[src/rtl/demux16_pkg.sv]
// Shared types and constants for the 1:16 demultiplexing frame collector.
package demux16_pkg;

  localparam int unsigned LANES = 16;
  localparam int unsigned SEL_W = 4;
  localparam int unsigned CNT_W = 5;
  localparam logic [LANES-1:0] FULL_MASK = 16'hFFFF;

  typedef enum logic [1:0] {
    IDLE = 2'd0,
    FILL = 2'd1,
    FULL = 2'd2
  } state_e;

  // Number of set bits in a lane mask (0..16).
  function automatic logic [CNT_W-1:0] popcount16(input logic [LANES-1:0] v);
    logic [CNT_W-1:0] c;
    c = '0;
    for (int i = 0; i < LANES; i++) c = c + CNT_W'(v[i]);
    return c;
  endfunction

endpackage

[src/rtl/demux16_frame_collector_lane_decoder.sv]
// 4-to-16 one-hot lane decode, gated by the beat accept strobe.
module lane_decoder
  import demux16_pkg::*;
(
  input  logic [SEL_W-1:0] sel_i,
  input  logic             en_i,
  output logic [LANES-1:0] onehot_o
);

  always_comb begin
    onehot_o = '0;
    for (int k = 0; k < LANES; k++) begin
      if (en_i && (sel_i == SEL_W'(k))) onehot_o[k] = 1'b1;
    end
  end

endmodule

[src/rtl/demux16_frame_collector.sv]
// 1:16 bit-serial frame collector with valid/ready frame output.
// Optional idle timeout on partial frames is built when DEMUX_TIMEOUT_EN is defined.
module demux16_frame_collector
  import demux16_pkg::*;
#(
  parameter int unsigned TIMEOUT_CYCLES = 64,
  parameter int unsigned TO_W           = 7
) (
  input  logic             clk,
  input  logic             rst_n,
  input  logic             din,
  input  logic [SEL_W-1:0] sel,
  input  logic             din_valid,
  output logic             in_ready,
  input  logic             clear,
  output logic [0:LANES-1] frame,
  output logic             frame_valid,
  input  logic             frame_ready,
  output logic [CNT_W-1:0] fill_count,
  output logic             dup_err,
  output logic             timeout
);

  state_e           state_q, state_d;
  logic [LANES-1:0] mask_q, mask_d;
  logic [0:LANES-1] frame_q, frame_d;
  logic [CNT_W-1:0] fill_q;
  logic             frame_valid_q;
  logic             dup_q, dup_d;
  logic             to_q, to_d;
  logic [LANES-1:0] wen;
  logic             accept;
  logic             to_hit;

  assign in_ready = (state_q != FULL);
  assign accept   = din_valid & in_ready & ~clear;

  lane_decoder u_lane_decoder (
    .sel_i    (sel),
    .en_i     (accept),
    .onehot_o (wen)
  );

`ifdef DEMUX_TIMEOUT_EN
  logic [TO_W-1:0] cnt_q, cnt_d;
  logic            fill_idle;

  // Counts consecutive FILL cycles without an accepted beat; zero everywhere else.
  assign fill_idle = (state_q == FILL) && !accept && !clear;
  assign to_hit    = fill_idle && (cnt_q == TO_W'(TIMEOUT_CYCLES - 1));

  always_comb begin
    cnt_d = '0;
    if (fill_idle && !to_hit) cnt_d = cnt_q + TO_W'(1);
  end

  always_ff @(posedge clk or negedge rst_n) begin
    if (!rst_n) cnt_q <= '0;
    else        cnt_q <= cnt_d;
  end
`else
  logic [31:0] unused_cfg;
  assign unused_cfg = TIMEOUT_CYCLES ^ TO_W;
  assign to_hit     = 1'b0;
`endif

  // Next state, mask and frame; clear outranks every other event.
  always_comb begin
    state_d = state_q;
    mask_d  = mask_q;
    frame_d = frame_q;
    dup_d   = 1'b0;
    to_d    = 1'b0;
    if (clear) begin
      state_d = IDLE;
      mask_d  = '0;
      frame_d = '0;
    end else if (state_q == FULL) begin
      if (frame_ready) begin
        state_d = IDLE;
        mask_d  = '0;
        frame_d = '0;
      end
    end else if (accept) begin
      mask_d = mask_q | wen;
      dup_d  = |(mask_q & wen);
      for (int k = 0; k < LANES; k++) begin
        if (wen[k]) frame_d[k] = din;
      end
      state_d = (mask_d == FULL_MASK) ? FULL : FILL;
    end else if (to_hit) begin
      state_d = IDLE;
      mask_d  = '0;
      frame_d = '0;
      to_d    = 1'b1;
    end
  end

  always_ff @(posedge clk or negedge rst_n) begin
    if (!rst_n) begin
      state_q       <= IDLE;
      mask_q        <= '0;
      frame_q       <= '0;
      fill_q        <= '0;
      frame_valid_q <= 1'b0;
      dup_q         <= 1'b0;
      to_q          <= 1'b0;
    end else begin
      state_q       <= state_d;
      mask_q        <= mask_d;
      frame_q       <= frame_d;
      fill_q        <= popcount16(mask_d);
      frame_valid_q <= (state_d == FULL);
      dup_q         <= dup_d;
      to_q          <= to_d;
    end
  end

  assign frame       = frame_q;
  assign frame_valid = frame_valid_q;
  assign fill_count  = fill_q;
  assign dup_err     = dup_q;
  assign timeout     = to_q;

endmodule

[config.mk]
export PLATFORM = sky130hd
export DESIGN_NAME = demux16_frame_collector
export DESIGN_NICKNAME = d
export VERILOG_FILES = /design/src/rtl/demux16_pkg.sv /design/src/rtl/demux16_frame_collector_lane_decoder.sv /design/src/rtl/demux16_frame_collector.sv
export SDC_FILE = /design/constraint.sdc
export NUM_CORES = 1
export LEC_CHECK = 0
export ABC_AREA = 1
export CORE_MARGIN = 4
export CORE_UTILIZATION = 49
export DETAILED_ROUTE_END_ITERATION = 10
export PLACE_DENSITY = 0.76
export RECOVER_POWER = 25
export SYNTH_ARGS = -nofsm -noshare
export SYNTH_HDL_FRONTEND = slang
export SYNTH_SLANG_ARGS = --single-unit
[constraint.sdc]
create_clock -name clk -period 3.95 [get_ports clk]
set_input_delay 0.79 -clock clk [delete_from_list [all_inputs] [get_ports clk]]
set_output_delay 0.79 -clock clk [all_outputs]
set_load 0.02 [all_outputs]
==> out/metrics.cfg <==
[status]
status=finished, violations left
violations=capacitance limit, slew limit, setup timing

[clock_tree]
cts-hold-fix-buffers=0
cts_max_level=2
clk_latency_ns=0.29
cts_tree=built
cts_root_buf=clkbuf_8
clkSlewWorstSetupHoldPaths_ns=0.07
cts.sinks=41
cts_buffer_depth=2
numCtsBuffers=5

[worst_setup_path]
cp.required_ns=4.13
start_kind=primary input
cp.arrival_ns=4.27
path_class=primary input to register
reg2reg_slack_ns=0
worstPathMaxFanout=5
cp-end-kind=register

[yosys]
synth.ff_latch_count=41
yosysUniqueCellTypes=32
ys_warn_count=0
synth_flop_cell=dfrtp_1
synth-seq-area-share_pct=41.60
synth.avg_cell_area_um2=8.331
netlist_instances=296
syn_area_mm2=0.002466
async_reset_ff_share_pct=100.0
syn_nets=321
synth_edf_count=0

[drt]
wl_per_cell_um=14.52
drc_errors=0
ant_nets=0
routed_via_density=5.357
first_pass_iters=5
drtIter0Drc=216
wirelength_um=6706
routed-via-count=2475

[final_layout]
fin_area_mm2=0.003620
nets=420
drive_above_1_share_pct=33.92
final_util_pct=75.63
final_cells=462
area_delta_synth_final_pct=46.78
diodes=0
fillCellCount=331

[pwr]
power_frac_comb_pct=26.8
switchingPower_uw=294.2
pwr-share-seq_pct=46.2
p_sw_share_pct=29.29
p_total_uw=1004
ir_worst_vdd_v=0.0001998
p_int_uw=710.3
power_leakage_uw=0.001728
p_per_area_mw_per_mm2=277.5
clkPwrFrac_pct=27.1

[sta]
finClkSkew_ns=0.004359
slew_violations=42
fin_crit_sh_pct=103.6
max_freq_mhz=244.5
worst_pin_slew_ns=2.101
setup_violations=4
min_period_ns=4.090
hold_viol=0
rsz0062_at_grt=true
setup_ws_ns=-0.1403
relSlewSlack_pct=-40.03

[floorplan]
ios=35
fp.dieW_um=78.94
design.core.area_mm2=0.004786
start_util_pct=51.53
die_height_um=78.94
die_area_mm2=0.006232
fp-row-count=25

[global_route]
grt_antenna_before_repair=0
overflow=0
first_global_vias=2417
grt_use_total_pct=22.82
grt_pass1_wl_um=11240
grt_max_degree=42

[placement]
numPlacedInstances=432
place.gp.congestion=0.9050
numPortBuffers=33
hpwl_um=4640
postPlaceCellArea_mm2=0.003237
dp_slack_ns=-1.039

[hold_path]
hp-class=register to register

[job]
maxCapViolCount=1

## cells in the mapped netlist, types with 2 or more instances
cell      number  area share (%)
xor2_1         2            0.71
fa_1          10             8.1
nand4_1        5             1.3
o22ai_1        2            0.51
nor2_2         3            0.76
ha_1           5             2.5
nor2_4         4             1.8
inv_2          4            0.61
nor2_1        24             3.7
inv_1         42             6.4
buf_2          6             1.2
nand3_1       10             2.0
a21oi_1       20             4.1
o21ai_0       20             4.1
nand2_1       52             7.9
o21ai_1        9             1.8
a31oi_1       13             3.3
dfrtp_1       41              42
a22oi_1        8             2.4
o21bai_1       4             1.2
## logic make-up after synthesis
logic type | Yosys count | synth area share [%]
flip-flops | 41 | 41.60
other | 1 | 0.1521
XOR/XNOR | 2 | 0.7104
AND/OR/NAND/NOR | 103 | 19.38
buffers and inverters | 56 | 9.335
AO/OA/AOI/OAI | 78 | 18.16
adder cells (fa/ha/maj) | 15 | 10.65
## per-layer routing
metal / wire (µm) / part of all wire [%] / vias to the layer above / global-route usage, %
met5: 0 / 0 / - / 0
met1: 2888 / 43 / 1162 / 30.06
met3: 425 / 6.3 / 18 / 4.535
met4: 130 / 1.9 / 0 / 6.014
met2: 3261 / 49 / 126 / 38.62
li1: - / - / 1169 / -
## cells in the final DEF, fill, tap and decap left out, types with 3 or more instances in the layout
cell             Yosys  layout
nand2_1             52      45
clkbuf_8             0       6
a21oi_1             20      19
a31oi_1             13      13
nand3_1             10      10
inv_2                4      10
clkdlybuf4s50_1      0      25
buf_6                1       7
ha_1                 5       4
inv_4                0       3
a22oi_2              0       6
nor2_4               4       8
o21bai_4             0       3
o21ai_2              0       6
inv_1               42      33
dfrtp_1             41      41
nand2_2              1       8
o21ai_0             20      16
o21ai_1              9       6
fa_1                10       9
nand4_1              5       5
nor2_1              24      22
buf_4                1      62
## per-stage QoR
step | setup TNS, ns | hold WS [ns]
2_1_floorplan | -0.5318 | 0.4944
3_3_place_gp | -4.181 | 0.5167
3_5_place_dp | -4.651 | 0.5306
4_1_cts | -0.9614 | 0.5419
5_1_grt | -0.8326 | 0.5703
6_report | -0.4410 | 0.5469
## power groups by stage
stage / clock network, µW / registers (µW) / logic (µW)
2_1_floorplan: 0 / 498 / 92.4
3_3_place_gp: 0 / 470 / 237
3_5_place_dp: 0 / 471 / 241
4_1_cts: 272 / 464 / 262
5_1_grt: 296 / 468 / 291
6_report: 272 / 464 / 269
## layout make-up
cell class	instances	area (µm²)	share of cell area, %
clock buffer	7	86.33	2.385
tap	67	83.83	2.316
inverter	47	196.4	5.427
timing repair buffer	101	862.1	23.82
multi-input combinational	199	1365	37.71
sequential	41	1026	28.34
## final timing paths
path | startpoint | endpoint | cells after the start
max in group asynchronous | rst_n | mask_q[15] | 1
min in group asynchronous | rst_n | frame[2] | 1
setup reg to reg | state_q[1] | fill_count[2] | 16
hold / removal | frame[12] | frame[12] | 2
hold reg to reg | frame[12] | frame[12] | 2
setup / recovery | clear | fill_count[2] | 17
## state kept, by name (all words and copies together) (netlist names)
register     flops
frame           16
dup_err          1
mask_q          16
state_q          2
frame_valid      1
fill_count       5
## critical path, stage by stage
cell and delay [ns]:
buf_12 0.11, inv_12 0.04, nand3_4 0.10, buf_12 0.16, buf_6 0.12, o21bai_4 0.11, a22oi_2 0.08, fa_1 0.51
inv_1 0.05, fa_1 0.49, inv_2 0.04, fa_1 0.47, inv_1 0.05, fa_1 0.44, ha_2 0.20, fa_2 0.35
xor2_1 0.15
## timing repair
action,CTS,global route
endpoints found under the hold margin,0,0
pin swaps,10,10
setup endpoints to repair,5,5
gates resized for setup,46,34
cloned,1,0
buffers inserted,19,6
No activity file was read; power rests on OpenSTA's default activity.
